$ cat config.mk
export PLATFORM = sky130hd
export DESIGN_NAME = uart_alu_requester_flat
export DESIGN_NICKNAME = d
export VERILOG_FILES = /design/src/rtl/uart_alu_requester_pkg.sv /design/src/rtl/uart_alu_requester_if.sv /design/src/rtl/uart_alu_requester_watchdog_counter.sv /design/src/rtl/uart_alu_requester.sv /design/src/flat_wrapper.sv
export SDC_FILE = /design/constraint.sdc
export NUM_CORES = 1
export LEC_CHECK = 0
export CORE_ASPECT_RATIO = 1.4
export CORE_UTILIZATION = 50
export CTS_CLUSTER_SIZE = 24
export DETAILED_ROUTE_END_ITERATION = 7
export HOLD_SLACK_MARGIN = 0.15
export PLACE_DENSITY = 0.79
export SETUP_SLACK_MARGIN = 0.1
export SLEW_MARGIN = 15
export SYNTH_ARGS = -nofsm -noshare
export SYNTH_HDL_FRONTEND = slang
export SYNTH_SLANG_ARGS = --single-unit
$ cat constraint.sdc
create_clock -name i_clock -period 2.6 [get_ports i_clock]
set_input_delay 0.78 -clock i_clock [delete_from_list [all_inputs] [get_ports i_clock]]
set_output_delay 0.78 -clock i_clock [all_outputs]
set_load 0.02 [all_outputs]
$ cat src/rtl/uart_alu_requester_pkg.sv
// Shared widths and one-hot state encoding for the UART ALU link requester.
package uart_alu_requester_pkg;

   localparam int WIDTH_WORD             = 8;
   localparam int CANT_DATOS_ENTRADA_ALU = 8;
   localparam int CANT_BITS_OPCODE_ALU   = 8;
   localparam int CANT_DATOS_SALIDA_ALU  = 8;

   typedef enum logic [7:0] {
      ST_IDLE     = 8'b0000_0001,
      ST_SEND_A   = 8'b0000_0010,
      ST_WAIT_A   = 8'b0000_0100,
      ST_SEND_OP  = 8'b0000_1000,
      ST_WAIT_OP  = 8'b0001_0000,
      ST_SEND_B   = 8'b0010_0000,
      ST_WAIT_B   = 8'b0100_0000,
      ST_WAIT_RES = 8'b1000_0000
   } state_t;

   function automatic logic is_wait(state_t s);
      return s inside {ST_WAIT_A, ST_WAIT_OP, ST_WAIT_B, ST_WAIT_RES};
   endfunction

endpackage

$ cat src/rtl/uart_alu_requester_if.sv
// Request, UART transmitter and UART receiver signals seen by the requester.
interface uart_alu_requester_if #(
   parameter int WIDTH_WORD             = uart_alu_requester_pkg::WIDTH_WORD,
   parameter int CANT_DATOS_ENTRADA_ALU = uart_alu_requester_pkg::CANT_DATOS_ENTRADA_ALU,
   parameter int CANT_BITS_OPCODE_ALU   = uart_alu_requester_pkg::CANT_BITS_OPCODE_ALU,
   parameter int CANT_DATOS_SALIDA_ALU  = uart_alu_requester_pkg::CANT_DATOS_SALIDA_ALU
);

   logic                              i_start;
   logic [CANT_DATOS_ENTRADA_ALU-1:0] i_dato_A;
   logic [CANT_DATOS_ENTRADA_ALU-1:0] i_dato_B;
   logic [CANT_BITS_OPCODE_ALU-1:0]   i_opcode;
   logic                              o_busy;
   logic                              o_tx_start;
   logic [WIDTH_WORD-1:0]             o_data_tx;
   logic                              i_tx_done;
   logic [WIDTH_WORD-1:0]             i_data_rx;
   logic                              i_rx_done;
   logic [CANT_DATOS_SALIDA_ALU-1:0]  o_resultado;
   logic                              o_result_valid;
   logic                              o_timeout;

   modport master (
      input  i_start, i_dato_A, i_dato_B, i_opcode, i_tx_done, i_data_rx, i_rx_done,
      output o_busy, o_tx_start, o_data_tx, o_resultado, o_result_valid, o_timeout
   );

   modport slave (
      output i_start, i_dato_A, i_dato_B, i_opcode, i_tx_done, i_data_rx, i_rx_done,
      input  o_busy, o_tx_start, o_data_tx, o_resultado, o_result_valid, o_timeout
   );

endinterface

$ cat src/rtl/uart_alu_requester_watchdog_counter.sv
// Wait-state watchdog: down-counter reloaded on clear, expired at terminal count.
module watchdog_counter #(
   parameter int CANT_BITS_TIMEOUT = 20,
   parameter int TIMEOUT_CYCLES    = 1000000
) (
   input  logic i_clock,
   input  logic i_reset,
   input  logic clear,
   input  logic enable,
   output logic expired
);

   localparam logic [CANT_BITS_TIMEOUT-1:0] LOAD = CANT_BITS_TIMEOUT'(TIMEOUT_CYCLES - 1);

   logic [CANT_BITS_TIMEOUT-1:0] count;

   always_ff @(posedge i_clock or negedge i_reset) begin
      if (!i_reset) begin
         count <= LOAD;
      end else if (clear) begin
         count <= LOAD;
      end else if (enable && (count != '0)) begin
         count <= count - CANT_BITS_TIMEOUT'(1);
      end
   end

   assign expired = (count == '0);

endmodule

$ cat src/rtl/uart_alu_requester.sv
// Host-side UART ALU initiator: sends A, opcode, B as three UART words, then waits for the result word.
//  state       | meaning
//  ST_IDLE     | waiting for i_start, request latched on acceptance
//  ST_SEND_A   | issue tx_start with operand A
//  ST_WAIT_A   | wait tx_done for A
//  ST_SEND_OP  | issue tx_start with opcode
//  ST_WAIT_OP  | wait tx_done for opcode
//  ST_SEND_B   | issue tx_start with operand B
//  ST_WAIT_B   | wait tx_done for B
//  ST_WAIT_RES | wait rx_done carrying the ALU result
module uart_alu_requester #(
   parameter int WIDTH_WORD             = uart_alu_requester_pkg::WIDTH_WORD,
   parameter int CANT_DATOS_ENTRADA_ALU = uart_alu_requester_pkg::CANT_DATOS_ENTRADA_ALU,
   parameter int CANT_BITS_OPCODE_ALU   = uart_alu_requester_pkg::CANT_BITS_OPCODE_ALU,
   parameter int CANT_DATOS_SALIDA_ALU  = uart_alu_requester_pkg::CANT_DATOS_SALIDA_ALU,
   parameter int CANT_BITS_TIMEOUT      = 20,
   parameter int TIMEOUT_CYCLES         = 1000000
) (
   input  logic                 i_clock,
   input  logic                 i_reset,
   uart_alu_requester_if.master bus
);

   import uart_alu_requester_pkg::*;

   state_t                            state;
   state_t                            state_next;
   logic [CANT_DATOS_ENTRADA_ALU-1:0] dato_a_q;
   logic [CANT_DATOS_ENTRADA_ALU-1:0] dato_b_q;
   logic [CANT_BITS_OPCODE_ALU-1:0]   opcode_q;
   logic [CANT_DATOS_SALIDA_ALU-1:0]  res_cap;
   logic                              res_pend;
   logic                              to_pend;
   logic                              strobe;
   logic                              abort;
   logic                              wd_clear;
   logic                              wd_enable;
   logic                              wd_expired;

   // The awaited strobe is resolved before the watchdog, so a strobe on the expiry cycle wins.
   always_comb begin
      state_next = state;
      strobe     = 1'b0;
      case (state)
         ST_IDLE:     if (bus.i_start) state_next = ST_SEND_A;
         ST_SEND_A:   state_next = ST_WAIT_A;
         ST_WAIT_A:   begin strobe = bus.i_tx_done; if (strobe) state_next = ST_SEND_OP;  end
         ST_SEND_OP:  state_next = ST_WAIT_OP;
         ST_WAIT_OP:  begin strobe = bus.i_tx_done; if (strobe) state_next = ST_SEND_B;   end
         ST_SEND_B:   state_next = ST_WAIT_B;
         ST_WAIT_B:   begin strobe = bus.i_tx_done; if (strobe) state_next = ST_WAIT_RES; end
         ST_WAIT_RES: begin strobe = bus.i_rx_done; if (strobe) state_next = ST_IDLE;     end
         default:     state_next = ST_IDLE;
      endcase
      abort = is_wait(state) && !strobe && wd_expired;
      if (abort) state_next = ST_IDLE;
   end

   assign wd_clear  = (state_next != state);
   assign wd_enable = is_wait(state);

   watchdog_counter #(
      .CANT_BITS_TIMEOUT (CANT_BITS_TIMEOUT),
      .TIMEOUT_CYCLES    (TIMEOUT_CYCLES)
   ) u_watchdog (
      .i_clock (i_clock),
      .i_reset (i_reset),
      .clear   (wd_clear),
      .enable  (wd_enable),
      .expired (wd_expired)
   );

   // Outputs are registered from the current state, so they trail the state register by one cycle.
   always_ff @(posedge i_clock or negedge i_reset) begin
      if (!i_reset) begin
         state              <= ST_IDLE;
         dato_a_q           <= '0;
         dato_b_q           <= '0;
         opcode_q           <= '0;
         res_cap            <= '0;
         res_pend           <= 1'b0;
         to_pend            <= 1'b0;
         bus.o_busy         <= 1'b0;
         bus.o_tx_start     <= 1'b0;
         bus.o_data_tx      <= '0;
         bus.o_resultado    <= '0;
         bus.o_result_valid <= 1'b0;
         bus.o_timeout      <= 1'b0;
      end else begin
         state <= state_next;
         if ((state == ST_IDLE) && bus.i_start) begin
            dato_a_q <= bus.i_dato_A;
            dato_b_q <= bus.i_dato_B;
            opcode_q <= bus.i_opcode;
         end
         if ((state == ST_WAIT_RES) && bus.i_rx_done) begin
            res_cap <= bus.i_data_rx[CANT_DATOS_SALIDA_ALU-1:0];
         end
         res_pend <= (state == ST_WAIT_RES) && bus.i_rx_done;
         to_pend  <= abort;

         bus.o_busy     <= (state != ST_IDLE);
         bus.o_tx_start <= state inside {ST_SEND_A, ST_SEND_OP, ST_SEND_B};
         case (state)
            ST_SEND_A:  bus.o_data_tx <= WIDTH_WORD'(dato_a_q);
            ST_SEND_OP: bus.o_data_tx <= WIDTH_WORD'(opcode_q);
            ST_SEND_B:  bus.o_data_tx <= WIDTH_WORD'(dato_b_q);
            default:    bus.o_data_tx <= bus.o_data_tx;
         endcase
         bus.o_result_valid <= res_pend;
         if (res_pend) bus.o_resultado <= res_cap;
         bus.o_timeout <= to_pend;
      end
   end

endmodule
$ cat src/flat_wrapper.sv
// flat-port wrapper written by rule: the top's interface ports become plain ports
module uart_alu_requester_flat import uart_alu_requester_pkg::*;
#(
   parameter int WIDTH_WORD             = uart_alu_requester_pkg::WIDTH_WORD,
   parameter int CANT_DATOS_ENTRADA_ALU = uart_alu_requester_pkg::CANT_DATOS_ENTRADA_ALU,
   parameter int CANT_BITS_OPCODE_ALU   = uart_alu_requester_pkg::CANT_BITS_OPCODE_ALU,
   parameter int CANT_DATOS_SALIDA_ALU  = uart_alu_requester_pkg::CANT_DATOS_SALIDA_ALU,
   parameter int CANT_BITS_TIMEOUT      = 20,
   parameter int TIMEOUT_CYCLES         = 1000000
)
  (i_clock, i_reset, bus_i_start, bus_i_dato_A, bus_i_dato_B, bus_i_opcode, bus_i_tx_done, bus_i_data_rx, bus_i_rx_done, bus_o_busy, bus_o_tx_start, bus_o_data_tx, bus_o_resultado, bus_o_result_valid, bus_o_timeout);
  uart_alu_requester_if #(.WIDTH_WORD(WIDTH_WORD), .CANT_DATOS_ENTRADA_ALU(CANT_DATOS_ENTRADA_ALU), .CANT_BITS_OPCODE_ALU(CANT_BITS_OPCODE_ALU), .CANT_DATOS_SALIDA_ALU(CANT_DATOS_SALIDA_ALU)) bus_i ();
  input  logic i_clock;
  input  logic i_reset;
  input wire logic [$bits(bus_i.i_start)-1:0] bus_i_start;
  input wire logic [$bits(bus_i.i_dato_A)-1:0] bus_i_dato_A;
  input wire logic [$bits(bus_i.i_dato_B)-1:0] bus_i_dato_B;
  input wire logic [$bits(bus_i.i_opcode)-1:0] bus_i_opcode;
  input wire logic [$bits(bus_i.i_tx_done)-1:0] bus_i_tx_done;
  input wire logic [$bits(bus_i.i_data_rx)-1:0] bus_i_data_rx;
  input wire logic [$bits(bus_i.i_rx_done)-1:0] bus_i_rx_done;
  output wire logic [$bits(bus_i.o_busy)-1:0] bus_o_busy;
  output wire logic [$bits(bus_i.o_tx_start)-1:0] bus_o_tx_start;
  output wire logic [$bits(bus_i.o_data_tx)-1:0] bus_o_data_tx;
  output wire logic [$bits(bus_i.o_resultado)-1:0] bus_o_resultado;
  output wire logic [$bits(bus_i.o_result_valid)-1:0] bus_o_result_valid;
  output wire logic [$bits(bus_i.o_timeout)-1:0] bus_o_timeout;
  assign bus_i.i_start = bus_i_start;
  assign bus_i.i_dato_A = bus_i_dato_A;
  assign bus_i.i_dato_B = bus_i_dato_B;
  assign bus_i.i_opcode = bus_i_opcode;
  assign bus_i.i_tx_done = bus_i_tx_done;
  assign bus_i.i_data_rx = bus_i_data_rx;
  assign bus_i.i_rx_done = bus_i_rx_done;
  assign bus_o_busy = bus_i.o_busy;
  assign bus_o_tx_start = bus_i.o_tx_start;
  assign bus_o_data_tx = bus_i.o_data_tx;
  assign bus_o_resultado = bus_i.o_resultado;
  assign bus_o_result_valid = bus_i.o_result_valid;
  assign bus_o_timeout = bus_i.o_timeout;
  uart_alu_requester #(.WIDTH_WORD(WIDTH_WORD), .CANT_DATOS_ENTRADA_ALU(CANT_DATOS_ENTRADA_ALU), .CANT_BITS_OPCODE_ALU(CANT_BITS_OPCODE_ALU), .CANT_DATOS_SALIDA_ALU(CANT_DATOS_SALIDA_ALU), .CANT_BITS_TIMEOUT(CANT_BITS_TIMEOUT), .TIMEOUT_CYCLES(TIMEOUT_CYCLES)) u_core (.i_clock(i_clock), .i_reset(i_reset), .bus(bus_i));
endmodule
; Word-level counts from Yosys, hierarchy flattened
; Cells that the tools add are included.
[totals]
regBits = 82
in_bits = 37
out_inout_bits = 20
[classes]
n_addsub = 1
n_eq_ne = 10
mux = 11
n_reduce_logical = 12
[op_table]
columns = op, n
row1 = 8-bit case mux with 8 select lines, 1
row2 = 8-bit 2-to-1 mux, 6
row3 = 20-bit 2-to-1 mux, 2
row4 = 8-bit case mux with 3 select lines, 1
row5 = 20-bit zero test, 1
row6 = 20-bit nonzero test, 1
row7 = "20-bit by 1-bit subtractor with 20-bit output, second input constant", 1
row8 = "8-bit by 1-bit equality test with 1-bit output, second input constant", 1
row9 = "8-bit by 2-bit equality test with 1-bit output, second input constant", 1
row10 = "8-bit by 3-bit equality test with 1-bit output, second input constant", 1
row11 = "8-bit by 4-bit equality test with 1-bit output, second input constant", 1
row12 = "8-bit by 5-bit equality test with 1-bit output, second input constant", 1
row13 = "8-bit by 6-bit equality test with 1-bit output, second input constant", 1
row14 = "8-bit by 7-bit equality test with 1-bit output, second input constant", 1
row15 = "8-bit equality test, second input constant", 1
row16 = "8-bit by 1-bit inequality test with 1-bit output, second input constant", 1
row17 = 8-bit inequality test, 1
row18 = 1-bit logical AND, 5
row19 = 4-bit nonzero test, 1
row20 = 3-bit nonzero test, 1
row21 = 3-bit OR reduction, 1
row22 = 1-bit case mux with 2 select lines, 1
row23 = 2-bit nonzero test, 1
row24 = 1-bit zero test, 1

; Longest topological paths before layout
; Gate-level depths: netlist of run 1.
[logic_depth]
word_depth = 9
mapped_depth = 8
ltp_nobuf = 6

; Cells and area by module
; A second synthesis of run 1 with hierarchy kept.
[hier_totals]
hier_cells = 410
hier_area_um2 = 4076.4
[by_module_without_submodules]
columns = mod, n_inst, cells_each, area_per_inst_um2
row1 = uart_alu_requester, 1, 270, 2735.1
row2 = watchdog_counter, 1, 140, 1341.3

; Least setup slack after synthesis of run 1
; OpenSTA, ideal clock, no wires.
[synth_path]
kind = register to register
from = register u_core.state[3]
to = register u_core.state[0]
setup_ns = 0.094
t_arrival_ns = 2.101
t_required_ns = 2.506
setup_slack_ns = 0.404
stages_incl_launch_ff = 6
n_path_buf = 0
cell_sequence = dfrtp_1 > or4_4 > a2111oi_4 > nor2_2 > and3b_4 > or4_1
[synth_via]
elab_chain_cells = 7
[synth_rtl]
columns = element, line
row1 = from (decl), uart_alu_requester.sv:26  ; state_t state;
row2 = from (signal assigned), uart_alu_requester.sv:90  ; state <= state_next;
row3 = 8-bit by 5-bit equality test with 1-bit output (tied with other cells), "uart_alu_requester_pkg.sv:21, uart_alu_requester.sv:44"
row4 = 3-bit OR reduction (no line), --
row5 = 1-bit case mux with 2 select lines, uart_alu_requester.sv:44  ; case (state)
row6 = 1-bit zero test, uart_alu_requester.sv:55  ; abort = is_wait(state) && !strobe && wd_expired;
row7 = 1-bit logical AND (2 in series), uart_alu_requester.sv:55
row8 = 8-bit 2-to-1 mux *, uart_alu_requester.sv:56  ; if (abort) state_next = ST_IDLE;
row9 = net u_core.state_next[0], uart_alu_requester.sv:27  ; state_t state_next;
; Mark *: on every way through the listed nets, which the timed path passes. The rest lies on a longest branch.
; A chain may end at the register's enable or synchronous reset.

; Worst setup path in the final report of run 1
; Ends and elaborated chain as after synthesis.

==> results.rst, run 1 <==
.. list-table::
   :header-rows: 1

   * - Metric
     - Value
   * - Outcome
     - finished clean
   * - PortBufs
     - 56
   * - Pre-antenna DRT Iters
     - 4
   * - Remaining number of nets flagged by the antenna check after routing
     - 0
   * - Die Ht
     - 104 um
   * - Chip Width
     - 74.8 um
   * - Number of placed I/O pins
     - 57
   * - Final weighted congestion of routability-driven global placement
     - 0.789
   * - Clock Root Buffer
     - sky130_fd_sc_hd__clkbuf_8
   * - Number of enable-type register cells in the synthesized netlist
     - 0
   * - Endpoint required time on the critical path
     - 2.88 ns
   * - Hold path depth
     - 0
   * - Power density over cell area
     - 820 nW/um2
   * - Wire length per cell after detailed routing
     - 16.3 um
   * - CTS max path bufs
     - 2
   * - Maximum number of pins on one net before global-route repair
     - 56
   * - Tot Pwr
     - 3.87 mW
   * - Sequential fraction of the synthesis area
     - 55.8%
   * - DRC violation total after the first TritonRoute iteration
     - 191
   * - Unrepaired setup endpoints after global routing
     - false
   * - R2R depth
     - 6
   * - Most instantiated library cell after synthesis
     - sky130_fd_sc_hd__dfrtp_1
   * - Area share of the largest cell type after synthesis
     - 46.6%
   * - Number of global-route vias before repair
     - 2768
   * - Synth Warn #
     - 0
   * - Skew final
     - 0.0156 ns
   * - Kind of critical path
     - reg -> reg
   * - Highest achievable clock rate
     - 413 MHz
   * - Skew-Pair Late Insertion Delay
     - 0.36 ns
   * - Max-slew violation count
     - 0
   * - Slew at the pin closest to its max-slew limit
     - 0.682 ns
   * - TritonCTS sink count
     - 82
   * - Dominant cells by area after synthesis
     - sky130_fd_sc_hd__dfrtp_1, sky130_fd_sc_hd__mux2_2, sky130_fd_sc_hd__dfstp_2, sky130_fd_sc_hd__o21ai_0, sky130_fd_sc_hd__or4_1
   * - Fraction of layout cells with a size suffix above 1
     - 27.4%
   * - Commonest cells in the netlist
     - sky130_fd_sc_hd__dfrtp_1, sky130_fd_sc_hd__mux2_2, sky130_fd_sc_hd__nor2_1, sky130_fd_sc_hd__o21ai_0, sky130_fd_sc_hd__dfstp_2
   * - Ys flop type
     - sky130_fd_sc_hd__dfrtp_1
   * - Syn Area/Cell
     - 12.2 um2
   * - Min Tclk post-route
     - 2.42 ns
   * - Setup Total Neg Slack
     - 0 ns
   * - Core Box Area
     - 7070 um2
   * - CP startpoint kind
     - register
   * - Initial antenna violation count
     - 0
   * - Initial Utilization
     - 52.4%
   * - Hold crit path type
     - reg -> reg
   * - Reg clk slew, reported paths
     - 0.09 ns
   * - Register bit total from synthesis
     - 82
   * - Total grt overflow
     - 0
   * - Cell type with the highest aggregate area in the netlist
     - sky130_fd_sc_hd__dfrtp_1
   * - Core Rows
     - 36
   * - IR Drop Worst-Case VDD
     - 0.370 mV
   * - DRC violation count after routing
     - 0
   * - Nature of the critical path endpoint
     - register
   * - Fin crit share
     - 93.0%
   * - Leak Pwr
     - 1.94 nW
   * - Total of max-cap violations
     - 0
   * - Async SR Flop Fraction
     - 100%
   * - Count of nets after finishing
     - 414
   * - Gate count after technology mapping
     - 305
   * - Number of H-tree branching levels
     - 3
   * - Total of endpoints with negative setup slack in the final report
     - 0
   * - Final count of hold timing violations
     - 0
   * - Number of buffers added by the clock tree synthesis step
     - 9
   * - Wire length of the first global-routing pass
     - 12.8 mm
   * - Number of hold-repair buffers added at the cts stage
     - 0
   * - Ant. Diodes
     - 0
   * - Synth cell types
     - 51
   * - Sum of net half-perimeters after detailed placement
     - 5.52 mm
   * - Max-slew headroom
     - 54.5%
   * - Synthesis-to-layout area growth
     - 27.4%
   * - Synthesized Nets
     - 344
   * - Maximum fanout count along the critical path
     - 6
   * - Synthesized cell area
     - 3710 um2
   * - Total routing resource utilization after global routing
     - 21.7%
   * - Data arrival, critical path
     - 2.70 ns
   * - Vias per std cell
     - 5.77
   * - Die Area
     - 7760 um2
   * - Total detailed-routing wirelength
     - 7.75 mm
   * - CTS tree
     - done
   * - Via Count
     - 2743
## metal layers
layer  GRT usage [%]  wire (um)  vias up
met1            25.9       3180     1373
met2            36.3       4080       72
met5               0          0        -
li1                -          -     1284
met4            9.57        181        0
met3            5.04        307       14
## report_power, final
group          switching [mW]  total (mW)  leakage [nW]  internal (mW)
clock                   0.474        1.05         0.115          0.578
combinational           0.516        1.09         0.808          0.574
sequential              0.160        1.73          1.02           1.57
total                    1.15        3.87          1.94           2.72
## worst max-delay path: stages, from the launching register on
cell,delay [ns]
sky130_fd_sc_hd__dfrtp_1,0.44
sky130_fd_sc_hd__or4_4,0.59
sky130_fd_sc_hd__a2111oi_4,0.27
sky130_fd_sc_hd__buf_4,0.20
sky130_fd_sc_hd__nor2_2,0.09
sky130_fd_sc_hd__and3b_4,0.24
sky130_fd_sc_hd__or4_1,0.52
## per-stage QoR
step	utilization [%]	hold WS [ns]	setup slack, ns	cells	instance area [um2]
final	66.8	0.350	0.181	475	4720
after global placement	63.0	0.342	0.248	458	4460
after CTS	66.3	0.354	0.173	474	4690
after global routing	66.8	0.359	0.0928	475	4720
after floorplan	-	0.331	0.404	305	3710
after detailed placement	63.0	0.341	0.171	458	4460
## logic make-up after synthesis
logic type,Yosys count,share of synthesized area [%]
and+or+nand+nor,90,15.5
adders and majority gates,2,0.675
muxes,40,12.2
DFF,82,55.8
xor gates and xnor gates,5,1.18
AOI/OAI and AO/OA,64,12.2
buffers and inverters,22,2.50
## placed cells by master (no fill, tap or decap), types with 3 or more instances in the layout
| cell | count |
|---|---|
| sky130_fd_sc_hd__a21oi_1 | 12 |
| sky130_fd_sc_hd__o21ai_0 | 17 |
| sky130_fd_sc_hd__mux2_2 | 40 |
| sky130_fd_sc_hd__nand2_1 | 10 |
| sky130_fd_sc_hd__o31ai_1 | 8 |
| sky130_fd_sc_hd__clkbuf_8 | 10 |
| sky130_fd_sc_hd__or3_1 | 9 |
| sky130_fd_sc_hd__a22oi_1 | 8 |
| sky130_fd_sc_hd__or2_2 | 3 |
| sky130_fd_sc_hd__nor4_1 | 3 |
| sky130_fd_sc_hd__clkdlybuf4s50_1 | 55 |
| sky130_fd_sc_hd__or4_1 | 11 |
| sky130_fd_sc_hd__xnor2_1 | 3 |
| sky130_fd_sc_hd__a31oi_1 | 5 |
| sky130_fd_sc_hd__inv_1 | 7 |
| sky130_fd_sc_hd__nor3_1 | 6 |
| sky130_fd_sc_hd__buf_4 | 18 |
| sky130_fd_sc_hd__a211oi_1 | 3 |
| sky130_fd_sc_hd__dfstp_2 | 13 |
| sky130_fd_sc_hd__dfrtp_1 | 69 |
| sky130_fd_sc_hd__nor2_1 | 17 |
| sky130_fd_sc_hd__nand3_1 | 9 |
## state kept, by name, indices dropped and copies added (netlist names), 8 cells and up
register                 cells
u_core.u_watchdog.count     20
u_core.bus.o_data_tx         8
u_core.bus.o_resultado       8
u_core.dato_a_q              8
u_core.dato_b_q              8
u_core.opcode_q              8
u_core.res_cap               8
u_core.state                 8
## final cells by class
class                   count  area (um2)
inverters                   7        26.3
clock inverters             6        96.3
fillers                   512        2350
repair buffers             74         706
well taps                  95         119
multi-input cells         201        1570
flip-flops and latches     82        2070
clock buffers              10         138
## final timing paths
path,start,endpoint,slack (ns)
worst max-delay path,u_core.state[3],u_core.state[0],0.18
worst min register to register,u_core.to_pend,u_core.bus.o_timeout,0.35
worst max register to register,u_core.state[3],u_core.state[0],0.18
max in group asynchronous,i_reset,u_core.bus.o_busy,1.45
min in group asynchronous,i_reset,u_core.dato_b_q[4],0.46
worst min-delay path,u_core.to_pend,u_core.bus.o_timeout,0.35
## timing repair
item / CTS / global route
gates resized for setup: 0 / 3
setup buffers: 0 / 1
setup endpoints to repair: 0 / 20
Power figures use the tool's default switching activity.
==> run 2: changes to the inputs <==
--- a/config.mk
+++ b/config.mk
@@ -6,6 +6,7 @@
 export NUM_CORES = 1
 export LEC_CHECK = 0
 export CORE_ASPECT_RATIO = 1.4
+export CORE_MARGIN = 4
 export CORE_UTILIZATION = 50
 export CTS_CLUSTER_SIZE = 24
 export DETAILED_ROUTE_END_ITERATION = 7
==> constraint.sdc (replaced) <==
create_clock -name i_clock -period 2.4 [get_ports i_clock]
set_input_delay 0.72 -clock i_clock [delete_from_list [all_inputs] [get_ports i_clock]]
set_output_delay 0.72 -clock i_clock [all_outputs]
set_load 0.02 [all_outputs]
==> run 2 against run 1 <==
Compared with the run above:
- combinational power is 22% higher
- non-clock buffer count up 11
- sequential power increased by 8%
- fmax rose by 3.0%
- sequential share of layout area fell by 1.4 points
- register-to-register slack got worse by 0.13 ns
- critical path depth stayed put
- design area is 3.4% higher
- clock power up 7%
- worst setup slack got worse by 0.13 ns
- first-iteration DRC count down 60%
- critical endpoint is now u_core.u_watchdog.count[12]
==> results.rst, run 2 (synthesis gave the netlist of run 1 again) <==
.. list-table::
   :header-rows: 1

   * - Metric
     - Value
   * - Outcome
     - finished clean
   * - TritonCTS sink count
     - 82
   * - Wire length per cell after detailed routing
     - 17.4 um
   * - Worst setup startpoint
     - u_core.state[3]
   * - Final cell count without fillers
     - 486
   * - Initial antenna violation count
     - 0
   * - Number of global-route vias before repair
     - 2791
   * - Min Tclk post-route
     - 2.35 ns
   * - Vias per std cell
     - 5.66
   * - Placed cell count
     - 459
   * - Net switching power of the design
     - 1.30 mW
   * - Maximum number of pins on one net before global-route repair
     - 41
   * - Synthesis-to-layout area growth
     - 31.8%
   * - Die Area
     - 8870 um2
   * - Sum of net half-perimeters after detailed placement
     - 5.94 mm
   * - Ant. Diodes
     - 0
   * - Clock Root Buffer
     - sky130_fd_sc_hd__clkbuf_8
   * - Top library cells by usage in the layout, fill and taps aside
     - sky130_fd_sc_hd__dfrtp_1, sky130_fd_sc_hd__clkdlybuf4s50_1, sky130_fd_sc_hd__mux2_2
   * - Largest register by flop count
     - u_core.u_watchdog.count
   * - Total routing resource utilization after global routing
     - 19.6%
   * - Reg clk slew, reported paths
     - 0.09 ns
   * - Power density over cell area
     - 885 nW/um2
   * - Total of max-cap violations
     - 0
   * - Kind of critical path
     - reg -> reg
   * - Part of the total power dissipated in sequential elements
     - 43.3%
   * - Final weighted congestion of routability-driven global placement
     - 0.807
   * - Total of endpoints with negative setup slack in the final report
     - 0
   * - Fraction of layout cells with a size suffix above 1
     - 31.7%
   * - Count of nets after finishing
     - 425
   * - Initial Utilization
     - 52.4%
   * - PortBufs
     - 56
   * - Net Sw Frac
     - 30.2%
   * - Core Rows
     - 36
   * - Total detailed-routing wirelength
     - 8.47 mm
   * - Register-to-register path setup slack
     - 0.05 ns
   * - CTS tree
     - done
   * - Post-layout instance area
     - 4880 um2
   * - Reg2reg start
     - u_core.state[3]
   * - Crit-path max cell delay
     - 0.59 ns
   * - List of cells traversed by the critical path
     - or4_4 -> a2111oi_4 -> buf_4 -> o221ai_4 -> or4_4 -> a21oi_2
   * - Total grt overflow
     - 0
   * - Post-layout util
     - 69.1%
   * - Data arrival, critical path
     - 2.64 ns
   * - Leak Pwr
     - 2.01 nW
   * - Nature of the critical path endpoint
     - register
   * - Skew-Pair Late Insertion Delay
     - 0.36 ns
   * - Skew final
     - 0.00863 ns
   * - Chip Width
     - 80.8 um
   * - Highest achievable clock rate
     - 426 MHz
   * - Via Count
     - 2750
   * - Wire length of the first global-routing pass
     - 13.3 mm
   * - Number of placed I/O pins
     - 57
   * - Final-layout worst hold slack
     - 0.266 ns
   * - Slew at the pin closest to its max-slew limit
     - 0.537 ns
   * - Critical path's slowest cell
     - sky130_fd_sc_hd__or4_4
   * - Max-slew headroom
     - 64.0%
   * - Fin crit share
     - 97.9%
   * - Top routing layer used
     - met4
   * - Maximum fanout count along the critical path
     - 10
   * - Number of buffers added by the clock tree synthesis step
     - 9
   * - Combinational group share of total power
     - 30.8%
   * - Pre-antenna DRT Iters
     - 5
   * - Endpoint required time on the critical path
     - 2.69 ns
   * - IR Drop Worst-Case VDD
     - 0.565 mV
   * - Last element of the critical path
     - u_core.u_watchdog.count[12]
   * - Instance count on the critical path
     - 6
   * - Clock network fraction of total power
     - 26.0%
   * - Number of H-tree branching levels
     - 3
   * - Max FFs per register
     - 20
   * - P_int
     - 3.02 mW
   * - Reg2Reg Capture Point
     - u_core.u_watchdog.count[12]
   * - Remaining number of nets flagged by the antenna check after routing
     - 0
   * - Hold crit path type
     - in -> async
   * - Max-slew violation count
     - 0
   * - Cell mode on critical path
     - sky130_fd_sc_hd__or4_4
   * - Die Ht
     - 110 um
   * - WL met2
     - 4.71 mm
   * - Number of hold-repair buffers added at the cts stage
     - 0
   * - Core Box Area
     - 7070 um2
   * - Wl on met1
     - 3.30 mm
   * - Most common library cell in the layout ignoring fill and taps
     - sky130_fd_sc_hd__dfrtp_1
   * - R2R depth
     - 6
   * - Final count of hold timing violations
     - 0
   * - CP startpoint kind
     - register
   * - CTS max path bufs
     - 2
   * - Family with the most delay on the worst path
     - simple AND/OR/NAND/NOR gates
   * - Buf/Inv on CP
     - 1
   * - Area after detailed placement
     - 4480 um2
   * - Unrepaired setup endpoints after global routing
     - true
   * - DRC violation count after routing
     - 0
   * - DRC violation total after the first TritonRoute iteration
     - 77
   * - Routed met3 length
     - 301 um
-- run 2: cell types whose count changed in the layout (fill, tap and decap cells not counted), sizes merged --
cell,previous run,this run
clkbuf,10,9
clkinv,1,2
buf,19,30
-- run 2: layer usage --
layer  up-vias  track usage, %
met5         -               0
met4         0            6.88
met1      1377            23.2
met3        14            3.28
li1       1300               -
met2        59            35.7
-- run 2: how the worst min path moves through the flow --
stage              startpoint                   end  slack, ns
2_1_floorplan  u_core.to_pend  u_core.bus.o_timeout       0.33
3_3_place_gp   u_core.to_pend  u_core.bus.o_timeout       0.33
3_5_place_dp   u_core.to_pend  u_core.bus.o_timeout       0.33
4_1_cts               i_reset        u_core.to_pend       0.27
5_1_grt               i_reset        u_core.to_pend       0.28
6_report              i_reset        u_core.to_pend       0.27
-- run 2: what timing repair did --
action,in CTS,in global routing
setup endpoints to repair,10,60
setup buffers,0,11
pin swaps,0,6
gates resized for setup,2,15
-- run 2: per-stage QoR --
stage          setup slack, ns  TNS [ns]  power (mW)
3_5_place_dp          -0.00287  -0.00287        3.09
2_1_floorplan            0.204         0        2.60
4_1_cts                 0.0509         0        4.22
3_3_place_gp             0.114         0        3.03
5_1_grt                -0.0231   -0.0598        4.54
6_report                0.0502         0        4.32
-- run 2: final cells by class --
cell class	instances	area, um2
clock buffers	9	124
inverters	7	26.3
fillers	535	2190
multi-input cells	201	1630
well taps	95	119
repair buffers	85	813
flip-flops and latches	82	2070
clock inverters	7	101
-- run 2: power by group through the flow --
stage	registers, mW	clock network (mW)	logic, mW
after floorplan	1.96	0	0.640
after CTS	1.87	1.14	1.21
after detailed placement	1.90	0	1.19
after global routing	1.91	1.19	1.44
final	1.87	1.12	1.33
after global placement	1.88	0	1.15
